**src/rtl/mpclk_pkg.sv**
```systemverilog
// Shared types and helpers for the multiphase clock generator.
// Latency: n/a (declarations only).
// Backpressure: n/a.
package mpclk_pkg;

    typedef enum logic [1:0] {
        IDLE  = 2'd0,
        DELAY = 2'd1,
        RUN   = 2'd2
    } state_t;

    localparam int MAX_NCH = 16;

    // Periods below 2 cannot produce a high and a low phase, so clamp them.
    function automatic logic [31:0] eff_period(input logic [31:0] p);
        return (p < 32'd2) ? 32'd2 : p;
    endfunction

endpackage

```
**src/rtl/mpclk_channel.sv**
```systemverilog
// One programmable clock channel: IDLE/DELAY/RUN FSM, period counter, shadow config.
// Latency: ckout/ckoutb lag the FSM state by one clk; writes to a non-running channel apply on the accept edge.
// Backpressure: pending stays high while a write to a running channel waits for the period wrap.
// Ports: clk/rst; wr strobe with wr_en/wr_period/wr_high/wr_phase; pending, ckout, ckoutb, active out.
// Optional MPCLK_CYCLE_CNT_EN adds cyc_cnt (completed RUN periods, cleared on IDLE entry).
module mpclk_channel
    import mpclk_pkg::*;
#(
    parameter int   CW       = 16,
    parameter logic IDLE_LVL = 1'b0
) (
    input  logic          clk,
    input  logic          rst,
    input  logic          wr,
    input  logic          wr_en,
    input  logic [CW-1:0] wr_period,
    input  logic [CW-1:0] wr_high,
    input  logic [CW-1:0] wr_phase,
    output logic          pending,
`ifdef MPCLK_CYCLE_CNT_EN
    output logic [CW-1:0] cyc_cnt,
`endif
    output logic          ckout,
    output logic          ckoutb,
    output logic          active
);

    // Phase is never needed from the shadow: a write to a running channel
    // restarts without re-delay, and other states apply the write at once.
    typedef struct packed {
        logic          en;
        logic [CW-1:0] period;
        logic [CW-1:0] high;
    } shadow_t;

    state_t        state_q, state_d;
    logic [CW-1:0] cnt_q, cnt_d;
    logic [CW-1:0] dly_q, dly_d;
    logic [CW-1:0] per_q, per_d;
    logic [CW-1:0] high_q, high_d;
    shadow_t       shd_q, shd_d;
    logic          pend_q, pend_d;
    logic          wrap;

    always_comb begin
        state_d = state_q;
        cnt_d   = cnt_q;
        dly_d   = dly_q;
        per_d   = per_q;
        high_d  = high_q;
        shd_d   = shd_q;
        pend_d  = pend_q;
        wrap    = 1'b0;

        case (state_q)
            IDLE: ;
            DELAY: begin
                if (dly_q <= CW'(1)) begin
                    state_d = RUN;
                    cnt_d   = '0;
                end else begin
                    dly_d = dly_q - CW'(1);
                end
            end
            RUN: begin
                if (cnt_q == per_q - CW'(1)) begin
                    wrap  = 1'b1;
                    cnt_d = '0;
                    // Deferred config lands only on a period boundary.
                    if (pend_q) begin
                        pend_d = 1'b0;
                        if (!shd_q.en) begin
                            state_d = IDLE;
                        end else begin
                            per_d  = CW'(eff_period(32'(shd_q.period)));
                            high_d = shd_q.high;
                        end
                    end
                end else begin
                    cnt_d = cnt_q + CW'(1);
                end
            end
            default: state_d = IDLE;
        endcase

        if (wr) begin
            shd_d = '{en: wr_en, period: wr_period, high: wr_high};
            if (state_q == RUN) begin
                pend_d = 1'b1;
            end else begin
                pend_d = 1'b0;
                per_d  = CW'(eff_period(32'(wr_period)));
                high_d = wr_high;
                cnt_d  = '0;
                if (!wr_en) begin
                    state_d = IDLE;
                end else if (wr_phase == '0) begin
                    state_d = RUN;
                end else begin
                    state_d = DELAY;
                    dly_d   = wr_phase;
                end
            end
        end
    end

    always_ff @(posedge clk) begin
        if (rst) begin
            state_q <= IDLE;
            cnt_q   <= '0;
            dly_q   <= '0;
            per_q   <= '0;
            high_q  <= '0;
            shd_q   <= '0;
            pend_q  <= 1'b0;
            ckout   <= IDLE_LVL;
            ckoutb  <= ~IDLE_LVL;
        end else begin
            state_q <= state_d;
            cnt_q   <= cnt_d;
            dly_q   <= dly_d;
            per_q   <= per_d;
            high_q  <= high_d;
            shd_q   <= shd_d;
            pend_q  <= pend_d;
            // high=0 gives constant low, high>=period constant high.
            if (state_q == RUN) begin
                ckout  <= (cnt_q < high_q);
                ckoutb <= ~(cnt_q < high_q);
            end else begin
                ckout  <= IDLE_LVL;
                ckoutb <= ~IDLE_LVL;
            end
        end
    end

`ifdef MPCLK_CYCLE_CNT_EN
    always_ff @(posedge clk) begin
        if (rst) begin
            cyc_cnt <= '0;
        end else if (state_d == IDLE && state_q != IDLE) begin
            cyc_cnt <= '0;
        end else if (wrap) begin
            cyc_cnt <= cyc_cnt + CW'(1);
        end
    end
`endif

    assign pending = pend_q;
    assign active  = (state_q == RUN);

endmodule

```
**src/rtl/multiphase_clock_gen.sv**
```systemverilog
// NCH independently programmable clock/pulse outputs divided from one reference clock.
// Latency: accepted writes take effect on the accept edge (or next period wrap if running); outputs lag state by one clk.
// Backpressure: cfg_ready is low while the addressed channel still holds an unapplied write.
// Ports: clk, rst (sync, active high); cfg_valid/cfg_ready/cfg_ch/cfg_en/cfg_period/cfg_high/cfg_phase write port;
// ckout, ckoutb, active per channel. Macro MPCLK_CYCLE_CNT_EN adds cyc_cnt (NCH*CW packed, channel 0 in LSBs).
module multiphase_clock_gen
    import mpclk_pkg::*;
#(
    parameter int   NCH      = 4,
    parameter int   CW       = 16,
    parameter logic IDLE_LVL = 1'b0,
    localparam int  CHW      = (NCH > 1) ? $clog2(NCH) : 1
) (
    input  logic              clk,
    input  logic              rst,
    input  logic              cfg_valid,
    output logic              cfg_ready,
    input  logic [CHW-1:0]    cfg_ch,
    input  logic              cfg_en,
    input  logic [CW-1:0]     cfg_period,
    input  logic [CW-1:0]     cfg_high,
    input  logic [CW-1:0]     cfg_phase,
`ifdef MPCLK_CYCLE_CNT_EN
    output logic [NCH*CW-1:0] cyc_cnt,
`endif
    output logic [NCH-1:0]    ckout,
    output logic [NCH-1:0]    ckoutb,
    output logic [NCH-1:0]    active
);

    logic [NCH-1:0] pending;
    logic [NCH-1:0] wr;

    // Out-of-range channel numbers read as ready and the write is dropped.
    always_comb begin
        cfg_ready = 1'b1;
        for (int i = 0; i < NCH && i < MAX_NCH; i++) begin
            if (cfg_ch == CHW'(i)) begin
                cfg_ready = ~pending[i];
            end
        end
    end

    for (genvar i = 0; i < NCH; i++) begin : g_ch
        assign wr[i] = cfg_valid && cfg_ready && (cfg_ch == CHW'(i));

        mpclk_channel #(
            .CW       (CW),
            .IDLE_LVL (IDLE_LVL)
        ) u_ch (
            .clk       (clk),
            .rst       (rst),
            .wr        (wr[i]),
            .wr_en     (cfg_en),
            .wr_period (cfg_period),
            .wr_high   (cfg_high),
            .wr_phase  (cfg_phase),
            .pending   (pending[i]),
`ifdef MPCLK_CYCLE_CNT_EN
            .cyc_cnt   (cyc_cnt[i*CW +: CW]),
`endif
            .ckout     (ckout[i]),
            .ckoutb    (ckoutb[i]),
            .active    (active[i])
        );
    end

endmodule

```
**config.mk**
```make
export PLATFORM = sky130hd
export DESIGN_NAME = multiphase_clock_gen
export DESIGN_NICKNAME = d
export VERILOG_FILES = /design/src/rtl/mpclk_pkg.sv /design/src/rtl/mpclk_channel.sv /design/src/rtl/multiphase_clock_gen.sv
export SDC_FILE = /design/constraint.sdc
export NUM_CORES = 1
export LEC_CHECK = 0
export CAP_MARGIN = 40
export CORE_MARGIN = 2
export CORE_UTILIZATION = 55
export DETAILED_ROUTE_END_ITERATION = 8
export PLACE_DENSITY = 0.72
export SLEW_MARGIN = 20
export SYNTH_ARGS = -nofsm -noshare
export SYNTH_HDL_FRONTEND = slang
export SYNTH_SLANG_ARGS = --single-unit
```
**constraint.sdc**
```tcl
create_clock -name clk -period 5.9 [get_ports clk]
set_clock_uncertainty 0.1 [all_clocks]
set_input_delay 0.885 -clock clk [delete_from_list [all_inputs] [get_ports clk]]
set_output_delay 0.885 -clock clk [all_outputs]
set_load 0.02 [all_outputs]
```
**Word level (Yosys, flattened, before mapping)**

Index checks and enable logic that the tools add are counted.

- Register bits after elaboration: 408
- Word-level logic and storage cells: 270
- Output and inout port bits: 13

- Equality and inequality tests: 15
- Muxes and demuxes: 147
- Bitwise operators: 12
- Magnitude comparators: 13
- Reductions and logical operators: 27
- Add/sub/neg operators: 12

Operator list:

| cell | number |
|---|---|
| $mux 16 | 93 |
| $pmux 16 s2 | 4 |
| $sub 16x1->16 const B | 8 |
| $lt 16x2->1 const B | 5 |
| $add 16x1->16 const B | 4 |
| $eq 16x16->1 | 4 |
| $le 16x1->1 const B | 4 |
| $lt 16x16->1 | 4 |
| $mux 2 | 26 |
| $pmux 2 s3 | 4 |
| $mux 1 | 20 |
| $logic_not 16->1 | 1 |
| $reduce_bool 2->1 | 8 |
| $eq 2x2->1 const B | 6 |
| $not 1->1 | 12 |
| $eq 2x1->1 const B | 5 |
| $logic_not 2->1 | 5 |
| $reduce_and 2->1 | 4 |
| $reduce_or 2->1 | 4 |
| $logic_and 1x1->1 | 5 |

**Depth between registers and ports, before layout**

- Word-level depth: 9
- Mapped depth: 14

**Modules after synthesis**

From an unflattened synthesis, not the netlist that was laid out.

- Cell total of the unflattened synthesis: 2705
- Area total of the unflattened synthesis: 22938.2 µm²

Modules (own cells, without submodules):

| module | instances | cells each | area an instance (µm²) |
|---|---|---|---|
| mpclk_channel (g_ch[0].u_ch ...) | 2 | 672 | 5743.0 |
| mpclk_channel (g_ch[2].u_ch) | 1 | 698 | 5759.3 |
| mpclk_channel (g_ch[3].u_ch) | 1 | 656 | 5631.7 |
| multiphase_clock_gen | 1 | 7 | 61.3 |

**Worst setup path before layout**

Ideal clock, no wire load.

- Path kind: register to register
- From: register g_ch[0].u_ch.per_q[0]
- To: register g_ch[0].u_ch.per_q[13]
- Path buffers: 2
- Arrival: 3.279 ns
- Required time: 5.714 ns
- Setup slack: 2.436 ns
- Setup time: 0.086 ns
- Stages on the path, launching flop included: 13
- Cell sequence: dfxtp_1 > inv_1 > ha_1 > or4b_1 > clkbuf_1 > or4_1 > a2111oi_2 > nand3_1 > a2111oi_4 > nand4_2 > buf_4 > mux2i_1 > a211oi_1

- Word-level cells in the longest chain between the ends: 6

Ends and longest elaborated chain:

| element | line | source |
|---|---|---|
| from (decl) | mpclk_channel.sv:39 | `logic [CW-1:0] per_q, per_d;` |
| from (signal assigned) | mpclk_channel.sv:122 | `per_q <= per_d;` |
| $sub 16x1->16 * | mpclk_channel.sv:66 | `if (cnt_q == per_q - CW'(1)) begin` |
| $eq 16x16->1 * | mpclk_channel.sv:66 |  |
| $mux 16 * | mpclk_channel.sv:66 |  |
| $mux 16 * | mpclk_channel.sv:55 | `case (state_q)` |
| $mux 16 | mpclk_channel.sv:88 | `if (state_q == RUN) begin` |
| $mux 16 * | mpclk_channel.sv:86 | `if (wr) begin` |

Mark *: on every way between the ends. The rest lies on a longest branch, timed or not.
A chain may end at the register's enable or synchronous reset.

**Worst setup path in the final report**

- From: register g_ch[0].u_ch.per_q[0]
- To: register g_ch[0].u_ch.high_q[15]

- Word-level cells in the longest chain between the ends: 6

Ends and longest elaborated chain:

| element | line | source |
|---|---|---|
| $sub 16x1->16 * | mpclk_channel.sv:66 |  |
| $eq 16x16->1 * | mpclk_channel.sv:66 |  |
| $mux 16 * | mpclk_channel.sv:66 |  |
| $mux 16 * | mpclk_channel.sv:55 |  |
| $mux 16 | mpclk_channel.sv:88 |  |
| $mux 16 * | mpclk_channel.sv:86 |  |
| to (signal assigned) | mpclk_channel.sv:123 | `high_q <= high_d;` |
| to (decl) | mpclk_channel.sv:40 | `logic [CW-1:0] high_q, high_d;` |

Marked as above.

==> metrics <==
status finished, final reports clean; Worst R2R End g_ch[0].u_ch.high_q[15]; critical path launch point type register; Initial Util 55.9%; number of global-route vias before repair 19198; Yosys cell types 75; vias per cell 6.18; Main synth FF type dfxtp_1; via count 20367; Achievable Freq 224 MHz; Mapped Area 22300 um2; placed insts 3208; CP Class reg2reg; htree depth 2; Reg2Reg Depth 11; chip width 205 um; Max VDD drop 206 uV; Period minus WS final 4470 ps; Slew headroom 39.0%; Critical Path AT 4850 ps; antenna violations before repair 5; clock slew at reported path FFs 60 ps; CTS Buf Count 44; routability cong. 0.917; number of synthesized flops with an enable pin 0; hold depth 2; TNS Setup 0 ps; final WL 65.8 mm; PD cells 279 nW/um2; CTS tree yes; share of cells above drive strength 1 5.60%; Syn-to-layout area delta 10.9%; Bufs and invs on worst path 2; CTS root buf clkbuf_16; Slew Viols, Final 0; hold path start g_ch[3].u_ch.shd_q[11]; CORE AREA 39800 um2; utilization after layout 62.0%; post-synthesis register bit count 408; synth warn 0; final setup vio count 0; Post-CTS Resized 0; io pins 67; Hold Vio Cnt, Final 0; crit-path max FO 18; cts hold-fix bufs 0; Final HPWL DP 44.6 mm; Worst Tran Pin Value 913 ps; post-route clock period utilization 75.8%; max cap viols 0; post-route ant nets 0; Pwr Total 0.00689 W; port buffer count 66; Seq/Total Area, Yosys 36.7%; Vert. Die Dim 205 um; worst-path cell chain inv_1, ha_1, or4b_1, or4_1, a2111oi_2, nand3_1, a2111oi_4, nand4_2, buf_4, mux2i_1, a211oi_1; leakage 9.43 nW; Slowest-stage cell, CP nand4_2; RSZ-0062 raised after global routing false; Crit path max-delay family simple AND/OR/NAND/NOR gates; Reg2Reg Launch Point g_ch[0].u_ch.per_q[0]; clk_lat worst skew 570 ps; asr flop ratio synth 0%; DRC violations left 0; wire length of the first global-routing pass 104 mm; Reg2Reg Setup Slack 1430 ps; FP Rows 73; largest net degree at the start of global routing 94; syn nets 2938; Worst Hold End g_ch[3].u_ch.shd_q[11]; setup bufs post-CTS 0; Worst setup EP type register; Mapped Avg Cell Area 7.97 um2; DIE AREA 42100 um2; Net count, final 2881; Layout Cells excl Fill 3295; gr ovfl total 0; 1st-pass router iterations 6; Hold Crit Class reg2reg; Req. time, crit path 6280 ps; clk sink count 408; CTS Buffer Depth 3; DR iter-0 viols 1844; average wire per standard cell 20.0 um; GRT Overall Usage 31.1%; synthesized instance count 2792; Max stage delay on crit path 590 ps; Min Hold Slack 353 ps
## report_power, final
group	total [W]	internal, W	switching (W)
sequential	0.00297	0.00286	0.000106
clock	0.00308	0.00189	0.00119
combinational	0.000842	0.000323	0.000519
## per-layer routing
metal  GRT usage (%)  up-vias  wire [um]
met2            48.8      707      28900
li1                -     9793          -
met3            5.00      139       5470
met4            11.4        6       2280
met1            43.1     9722      29200
met5               0        -         39
## cell type report
class	instances	area (um2)
clock buffer	56	1250
antenna	2	5.00
sequential	408	8170
multi-input combinational	2059	12800
timing repair buffer	107	1040
clock inverter	23	355
fill	3502	15100
inverter	115	432
tap	525	657
## metrics by stage
| step | worst slack (ps) | cell area (um2) |
|---|---|---|
| finish | 1430 | 24700 |
| global route | 1220 | 24700 |
| CTS | 1460 | 24600 |
| detailed placement | 1500 | 23000 |
| global placement | 1640 | 22900 |
| floorplan | 2440 | 22300 |
## state kept, by name (all words and copies together) (netlist names)
name and cells:
g_ch.u_ch.shd_q 132, g_ch.u_ch.cnt_q 64, g_ch.u_ch.dly_q 64, g_ch.u_ch.high_q 64
g_ch.u_ch.per_q 64, g_ch.u_ch.state_q 8, g_ch.u_ch.ckout 4, g_ch.u_ch.ckoutb 4
g_ch.u_ch.pending 4
## worst register-to-register path: cells and delay by family, from the launching register on
kind	cells	cell delay, ps
adder cells (fa/ha/maj)	1	190
AO/OA/AOI/OAI	3	1140
AND/OR/NAND/NOR	4	1890
buffers and inverters	2	540
multiplexers	1	160
flip-flops	1	360
## cells in the mapped netlist (16+ instances only)
cell / instances / area share, %
nand3_1: 83 / 1.9
clkbuf_1: 155 / 2.6
a21o_1: 20 / 0.67
xor2_1: 46 / 1.8
a311oi_1: 39 / 1.5
or4_1: 16 / 0.54
and3_1: 41 / 1.2
o21ai_0: 61 / 1.4
nand2b_1: 38 / 1.1
or3_1: 33 / 0.93
nand2_1: 394 / 6.6
dfxtp_1: 408 / 37
nor2b_1: 19 / 0.53
xnor2_1: 83 / 3.3
nand4_1: 33 / 0.93
inv_1: 115 / 1.9
ha_1: 92 / 5.2
nor3_1: 58 / 1.3
a21oi_1: 205 / 4.6
nor2_1: 271 / 4.6
mux2i_1: 100 / 4.5
a31oi_1: 40 / 1.1
nor4_1: 56 / 1.6
buf_4: 30 / 1.0
a211oi_1: 144 / 4.9
## worst max path at each step
stage | from | end | slack (ps) | cells after the start
3_5_place_dp | g_ch[0].u_ch.per_q[0] | g_ch[0].u_ch.per_q[10] | 1500 | 11
4_1_cts | g_ch[0].u_ch.per_q[0] | g_ch[0].u_ch.high_q[15] | 1460 | 11
2_1_floorplan | g_ch[0].u_ch.per_q[0] | g_ch[0].u_ch.per_q[13] | 2440 | 12
3_3_place_gp | g_ch[0].u_ch.per_q[0] | g_ch[0].u_ch.high_q[13] | 1640 | 11
5_1_grt | g_ch[0].u_ch.per_q[0] | g_ch[0].u_ch.high_q[6] | 1220 | 11
6_report | g_ch[0].u_ch.per_q[0] | g_ch[0].u_ch.high_q[15] | 1430 | 11
## cells by family after synthesis
group,share of synthesized area (%)
xor+xnor,5.08
mux,4.60
flops,36.7
fa+ha+maj,5.17
simple gates,23.7
buf+inv,6.05
compound gates,18.7
## cells in the final DEF, fill, tap and decap left out, types with 35 or more instances in the layout
cell type        synthesis  layout
nor3_1                  58      54
a31oi_1                 40      40
dfxtp_1                408     408
nand2_1                394     394
nand2b_1                38      35
inv_1                  115     115
o21ai_0                 61      61
xnor2_1                 83      83
clkbuf_16                0      45
xor2_1                  46      46
a311oi_1                39      39
a211oi_1               144     143
clkdlybuf4s50_1          0      65
mux2i_1                100     100
nor2_1                 271     271
and3_1                  41      41
a21oi_1                205     205
nand3_1                 83      83
nor4_1                  56      56
ha_1                    92      92
(Power assumes the default switching activity.)
